File: src/rtl/mst_pref_mc.sv
// rtl/mst_pref_mc.sv - multi-channel first-word-fall-through prefetch buffer
//
// Keeps one small FIFO per channel topped up from its stream generator while
// prefetch is enabled, and presents the head word of the selected channel.
// Optional feature macro: MST_PREF_FLUSH_EN (per-channel flush).
//
// Ports:
//   clk, rst_n   clock, synchronous active-low reset
//   prefena      prefetch enable
//   prefchn      selected channel for refill and read
//   prefreq      pop head word of prefchn
//   prefnempt    per-channel not-empty
//   prefdout     head word of prefchn {TAG, data}, 0 when empty
//   preflen      occupancy of prefchn
//   prefovf      sticky overflow flag
//   prefflush    per-channel flush (ignored unless MST_PREF_FLUSH_EN)
//   genreq       per-channel generator data request
//   gendat       packed generator data, channel c at [c*DW +: DW]

module mst_pref_mc #(
  parameter int              NCH   = 4,
  parameter int              CHW   = 2,
  parameter int              AW    = 2,
  parameter int              DW    = 32,
  parameter int              TAGW  = 4,
  parameter logic [TAGW-1:0] TAG   = 4'hF,
  parameter int              AFULL = 3
) (
  input  logic                clk,
  input  logic                rst_n,
  input  logic                prefena,
  input  logic [CHW-1:0]      prefchn,
  input  logic                prefreq,
  output logic [NCH-1:0]      prefnempt,
  output logic [TAGW+DW-1:0]  prefdout,
  output logic [AW:0]         preflen,
  output logic                prefovf,
  input  logic [NCH-1:0]      prefflush,
  output logic [NCH-1:0]      genreq,
  input  logic [NCH*DW-1:0]   gendat
);

  localparam int D  = 2 ** AW;
  localparam int WW = TAGW + DW;

  logic [WW-1:0]  r_mem [NCH][D];
  logic [AW-1:0]  r_wrptr [NCH];
  logic [AW-1:0]  r_rdptr [NCH];
  logic [AW:0]    r_len [NCH];
  logic           r_rqv_p1;
  logic [CHW-1:0] r_rqc_p1;
  logic           r_ovf;

  logic [NCH-1:0] w_flush;
  logic [NCH-1:0] w_wr;
  logic [NCH-1:0] w_pop;
  logic [NCH-1:0] w_nempt;
  logic           w_pend;
  logic           w_datareq;
  logic           w_wr_full;

`ifdef MST_PREF_FLUSH_EN
  assign w_flush = prefflush;
`else
  logic w_unused_flush;
  assign w_unused_flush = ^prefflush;
  assign w_flush        = '0;
`endif

  // A word already requested for the selected channel counts towards its
  // occupancy, so the threshold can never be overshot by one.
  assign w_pend    = r_rqv_p1 & (r_rqc_p1 == prefchn);
  assign w_datareq = prefena & ~w_flush[prefchn] &
                     (({1'b0, r_len[prefchn]} + (AW+2)'(w_pend)) < (AW+2)'(AFULL));

  // Arriving word on a full channel is dropped and flagged.
  assign w_wr_full = r_rqv_p1 & ~w_flush[r_rqc_p1] & (r_len[r_rqc_p1] == (AW+1)'(D));

  always_comb begin
    w_nempt = '0;
    genreq  = '0;
    w_wr    = '0;
    w_pop   = '0;
    for (int c = 0; c < NCH; c++) begin
      w_nempt[c] = (r_len[c] != '0);
      genreq[c]  = w_datareq & (prefchn == CHW'(c));
      // The write targets the channel that issued the request, not prefchn.
      w_wr[c]    = r_rqv_p1 & (r_rqc_p1 == CHW'(c)) & ~w_flush[c] &
                   (r_len[c] != (AW+1)'(D));
      w_pop[c]   = prefreq & (prefchn == CHW'(c)) & w_nempt[c] & ~w_flush[c];
    end
  end

  assign prefnempt = w_nempt;
  assign preflen   = r_len[prefchn];
  assign prefdout  = w_nempt[prefchn] ? r_mem[prefchn][r_rdptr[prefchn]] : '0;
  assign prefovf   = r_ovf;

  always_ff @(posedge clk) begin
    if (!rst_n) begin
      r_rqv_p1 <= 1'b0;
      r_rqc_p1 <= '0;
      r_ovf    <= 1'b0;
      for (int c = 0; c < NCH; c++) begin
        r_len[c]   <= '0;
        r_wrptr[c] <= '0;
        r_rdptr[c] <= '0;
      end
    end else begin
      r_rqv_p1 <= w_datareq;
      r_rqc_p1 <= prefchn;
      if (w_wr_full) r_ovf <= 1'b1;
      for (int c = 0; c < NCH; c++) begin
        if (w_flush[c]) begin
          r_len[c]   <= '0;
          r_wrptr[c] <= '0;
          r_rdptr[c] <= '0;
        end else begin
          if (w_wr[c])  r_wrptr[c] <= r_wrptr[c] + AW'(1);
          if (w_pop[c]) r_rdptr[c] <= r_rdptr[c] + AW'(1);
          if (w_wr[c] & ~w_pop[c])      r_len[c] <= r_len[c] + (AW+1)'(1);
          else if (~w_wr[c] & w_pop[c]) r_len[c] <= r_len[c] - (AW+1)'(1);
        end
      end
    end
  end

  // Storage is not reset; occupancy alone decides what is valid.
  always_ff @(posedge clk) begin
    for (int c = 0; c < NCH; c++) begin
      if (rst_n && w_wr[c]) r_mem[c][r_wrptr[c]] <= {TAG, gendat[c*DW +: DW]};
    end
  end

endmodule

File: config.mk
export PLATFORM = sky130hd
export DESIGN_NAME = mst_pref_mc
export DESIGN_NICKNAME = d
export VERILOG_FILES = /design/src/rtl/mst_pref_mc.sv
export SDC_FILE = /design/constraint.sdc
export NUM_CORES = 1
export LEC_CHECK = 0
export BUFFER_PORTS_ARGS = -buffer_cell sky130_fd_sc_hd__clkbuf_2
export CAP_MARGIN = 5
export CORE_ASPECT_RATIO = 1.75
export CORE_MARGIN = 1
export CORE_UTILIZATION = 25
export CTS_BUF_LIST = sky130_fd_sc_hd__clkbuf_8
export CTS_CLUSTER_SIZE = 30
export DETAILED_ROUTE_END_ITERATION = 7
export PLACE_DENSITY = 0.38
export SYNTH_ARGS = -nofsm -noshare
export SYNTH_HDL_FRONTEND = slang
export SYNTH_SLANG_ARGS = --single-unit
File: constraint.sdc
create_clock -name clk -period 2.6 [get_ports clk]
set_clock_uncertainty 0.2 [all_clocks]
set_input_delay 0 -clock clk [delete_from_list [all_inputs] [get_ports clk]]
set_output_delay 0 -clock clk [all_outputs]
set_load 0.01 [all_outputs]
# Word-level counts from Yosys, hierarchy flattened
# Memory sizes are Yosys's and may differ from the RTL's. A register that Yosys moved wholly into a read port is not among the register bits.
# Cells that the tools add are included.
# classes
n_bitwise	64
n_eq_ne	12
n_reduce_logical	17
order_cmp	12
addsub	17
muxes	105
# op_table
operator	count
$mux W128	6
$mux W144	4
$reduce_or A128 Y1	3
$demux W36 S2	4
$mux W36	7
$bmux W36 S2	1
$mux W1	60
$and A1 B1 Y1	33
$mux W2	12
$mux W3	8
$add A2 B1 Y2 const B	8
$or A1 B1 Y1	16
$ge A3 B3 Y1 const B	5
$not A2 Y3	5
$add A3 B1 Y3 const B	4
$lt A3 B1 Y1 const B	4
$ne A3 B3 Y1 const B	4
$reduce_bool A3 Y1	4
$sub A3 B1 Y3 const B	4
$not A1 Y1	10
$eq A2 B2 Y1 const B	4
$logic_and A1 B1 Y1	8
$bmux W1 S2	3
$lt A2 B3 Y1 const B	2
6 further kinds	8
# word_totals
reg_bits	4
output_inout_bits	48
mem_bits_rw	540
mem_count	4
# mem_list
memory	depth	width	rd	rd_ports_with_merged_regs	wr	line_no	text
r_mem	4	128	1	0	1	46	logic [WW-1:0] r_mem [NCH][D];
r_len	4	3	6	1	4	49	logic [AW:0] r_len [NCH];
r_rdptr	4	2	5	0	4	48	logic [AW-1:0] r_rdptr [NCH];
r_wrptr	4	2	4	0	4	47	logic [AW-1:0] r_wrptr [NCH];

# Depth between registers and ports, before layout
# An unclocked memory read counts as a cell.
# depth
depth_word	11
depth_mapped	10

# Worst setup path before layout
# OpenSTA, ideal clock, no wires.
# synth_timing
kind	register -> register
start	memory r_len[0][2] in the netlist's numbering
end	memory r_mem[0][0] in the netlist's numbering (enable)
path_stages_with_launch	5
synth_period_minus_slack_ns	2.571
setup_ns	0.392
arrival_time_ns	1.979
slack_ns	0.029
cell_sequence	edfxtp_1 -> nor3b_1 -> nor4b_1 -> clkbuf_1 -> and3_1
# synth_lines
item	line_no
start, declared	49
end, declared	46

==> impl_metrics.py <==
metrics = {
    "synth": {
        "synth_cell_types": 36,
        "syn-cell-area_um2": 21900,
        "synth.top_cell.area_share": 0.740,
        "yosysWarnings": 0,
        "synth_seq_cells": 544,
        "synthFlopType": "edfxtp_1",
        "synth_area_leaders": "edfxtp_1, mux4_2, mux2i_1, o22ai_2, ha_1",
        "async_flop_share": 0,
        "synth.largest_area_cell": "edfxtp_1",
        "synth.most_common_cell": "edfxtp_1",
        "synth_common_cells": "edfxtp_1, mux4_2, mux2i_1, o22ai_2, and3_1",
        "syn_nets": 1170,
        "seq_area_frac_synth": 0.744,
        "avgSynthCellArea_um2": 21.7,
        "synth_edf_count": 540,
        "synth_cells": 1008,
    },
    "sta": {
        "hold_viol": 0,
        "slew_headroom": 0.366,
        "setup_viol_count_final": 40,
        "min_period_over_period": 1.20,
        "setup_slack_ns": -0.526,
        "worst_slew_pin_slew_ns": 0.951,
        "rsz0062_at_grt": "yes",
        "slew_violations": 0,
        "timing.fmax_mhz": 320,
        "fin_hold_ws_ns": 0.122,
        "tns_ns": -17.89,
        "period_minus_slack_ns": 3.13,
    },
    "floorplanning": {
        "dieArea_um2": 88800,
        "fp.dieW_um": 226,
        "num_rows": 143,
        "die_h_um": 394,
        "initial_core_util": 0.252,
        "ios": 186,
        "core_area_um2": 86800,
    },
    "route": {
        "drtAntennaViolNets": 0,
        "postRouteWirelength_um": 67800,
        "drt_first_iter_violations": 683,
        "dr.pass1.iters": 7,
        "drcViolationCount": 0,
        "vias_per_cell": 4.33,
        "wl_per_cell_um": 24.4,
        "vias": 12000,
    },
    "global_routing": {
        "grt_max_degree": 73,
        "antenna_found_initial": 10,
        "grt_pass1_wl_um": 96500,
        "grt_overflow": 0,
        "grt_pass1_vias": 13600,
        "grt.total_usage": 0.156,
    },
    "worst_setup_path": {
        "worstSetupEndpointType": "output pin",
        "cp_max_fo": 8,
        "start_kind": "flip-flop",
        "worstPathRequired_ns": 2.40,
        "worstSetupPathType": "reg2out",
        "arrival_ns": 2.93,
    },
    "pwr": {
        "power.switching_w": 0.00448,
        "power_density_nw_per_um2": 629,
        "clkPwrFrac": 0.366,
        "pwr-share-seq": 0.523,
        "pwr-share-comb": 0.111,
        "intPower_w": 0.0141,
        "switching_share": 0.240,
        "leakagePower_nw": 10.1,
        "peakVddDrop_uv": 592,
    },
    "cts": {
        "htree_levels": 3,
        "cts_made_buffers": 85,
        "path_clk_slew_ns": 0.06,
        "cts_tree": "yes",
        "clock-root-buffer": "clkbuf_8",
        "clk_latency_ns": 0.71,
        "cts.sinks": 544,
        "clk_path_buf_depth": 3,
    },
    "cells_and_area": {
        "multi_input_comb_area_um2": 5520,
        "fillCellCount": 8281,
        "syn_to_final_growth_pct": 35.1,
        "fin_nets": 1719,
        "drive_gt1_frac": 0.355,
        "utilization": 0.341,
        "regArea_um2": 16300,
    },
    "place": {
        "io_buffers": 181,
        "hpwl_um": 39800,
        "gp_congestion": 0.729,
    },
    "outcome": {
        "status": "finished with violations",
        "violations": "negative setup slack",
    },
    "worst_hold_path": {
        "holdCritPathClass": "in2reg",
    },
    "flow_run": {
        "maxCapViolations": 0,
    },
}
-- power groups by stage --
stage               Combinational [W]  Clock (W)  Sequential, W
global route                  0.00222    0.00743        0.00973
global placement              0.00153          0        0.00992
floorplan                    0.000836          0        0.00991
detailed placement            0.00153          0        0.00992
CTS                           0.00198    0.00711        0.00973
finish                        0.00207    0.00683        0.00973
-- placed cells by master (no fill, tap or decap), types with 5 or more instances in the layout --
cell           count
xnor2_1           10
clkbuf_8          91
o22ai_2           12
mux4_2           134
o22ai_4           20
clkinv_1          15
clkinv_2          12
dlygate4sd3_1    265
inv_1             39
clkinvlp_4         5
buf_2              5
nand3_1            9
clkbuf_2         156
and3_1            11
buf_12            31
ha_1              18
buf_6             21
mux2i_1           64
or3_1              6
nor2_1            12
nand2_1           12
edfxtp_1         540
buf_4             37
nor3b_1           10
and3_2            16
-- path summary, 6_finish.rpt --
path	to	cells after the start	slack (ns)	startpoint
setup / recovery	prefdout[0]	6	-0.53	r_len[1][1]$_SDFFCE_PN0P_
hold / removal	r_rqv_p1$_SDFF_PN0_	6	0.12	prefena
setup reg to reg	r_len[2][2]$_SDFFCE_PN0P_	8	0.12	r_len[2][0]$_SDFFCE_PN0P_
hold reg to reg	prefovf$_SDFFE_PN0P_	2	0.30	prefovf$_SDFFE_PN0P_
-- area by class of cell --
cell class	instances	share of cell area
Tap cell	1160	0.0491
Sequential cell	544	0.551
Clock buffer	90	0.0419
Multi-Input combinational cell	388	0.186
Inverter	17	0.00216
Antenna cell	4	0.000338
Timing Repair Buffer	521	0.159
Clock inverter	58	0.0104
-- sequential cells by signal, summed over array words and instances, names as in the netlist --
signal    cells
r_mem       512
r_len        12
r_rdptr       8
r_wrptr       8
r_rqc_p1      2
prefovf       1
r_rqv_p1      1
-- logic make-up (layout without fill, tap and decap cells) --
family,after synthesis,after routing,share of synthesized area
flops,544,544,0.744
mux,199,199,0.168
simple gates,109,109,0.0289
buf+inv,76,686,0.0177
compound gates,41,41,0.0205
fa+ha+maj,24,24,0.0147
xor+xnor,15,15,0.00600
other cells,0,4,0
-- repair_timing --
action,CTS,global route
setup buffers,6,6
setup endpoints to repair,40,44
cloned,1,1
resized for setup,29,68
endpoints found under the hold margin,577,0
hold buffers,265,0
pin swaps,18,16
-- layer usage --
metal | track usage | wire (um) | vias up
met1 | 0.180 | 26400 | 6306
met2 | 0.284 | 36900 | 320
met4 | 0.0499 | 1410 | 12
li1 | - | - | 5304
met5 | 0 | 79 | -
met3 | 0.0314 | 3010 | 94
-- critical path, cell delays in order, from the launching register on --
cell and delay, ns:
edfxtp_1 0.43, or3_1 0.47, mux4_2 0.65, nand2_8 0.20, buf_12 0.18, o22ai_4 0.09, clkbuf_8 0.16
-- stage by stage --
step | cell area [um^2] | total power, W | instances | worst slack, ns
after detailed placement | 24800 | 0.0115 | 2351 | 0.0194
after floorplan | 21900 | 0.0107 | 1008 | 0.0287
after global routing | 29600 | 0.0194 | 2781 | -0.638
final | 29600 | 0.0186 | 2782 | -0.526
after CTS | 29300 | 0.0188 | 2771 | -0.638
after global placement | 24800 | 0.0114 | 2351 | 0.0375
Note: power is estimated with default switching activity, not from simulation.
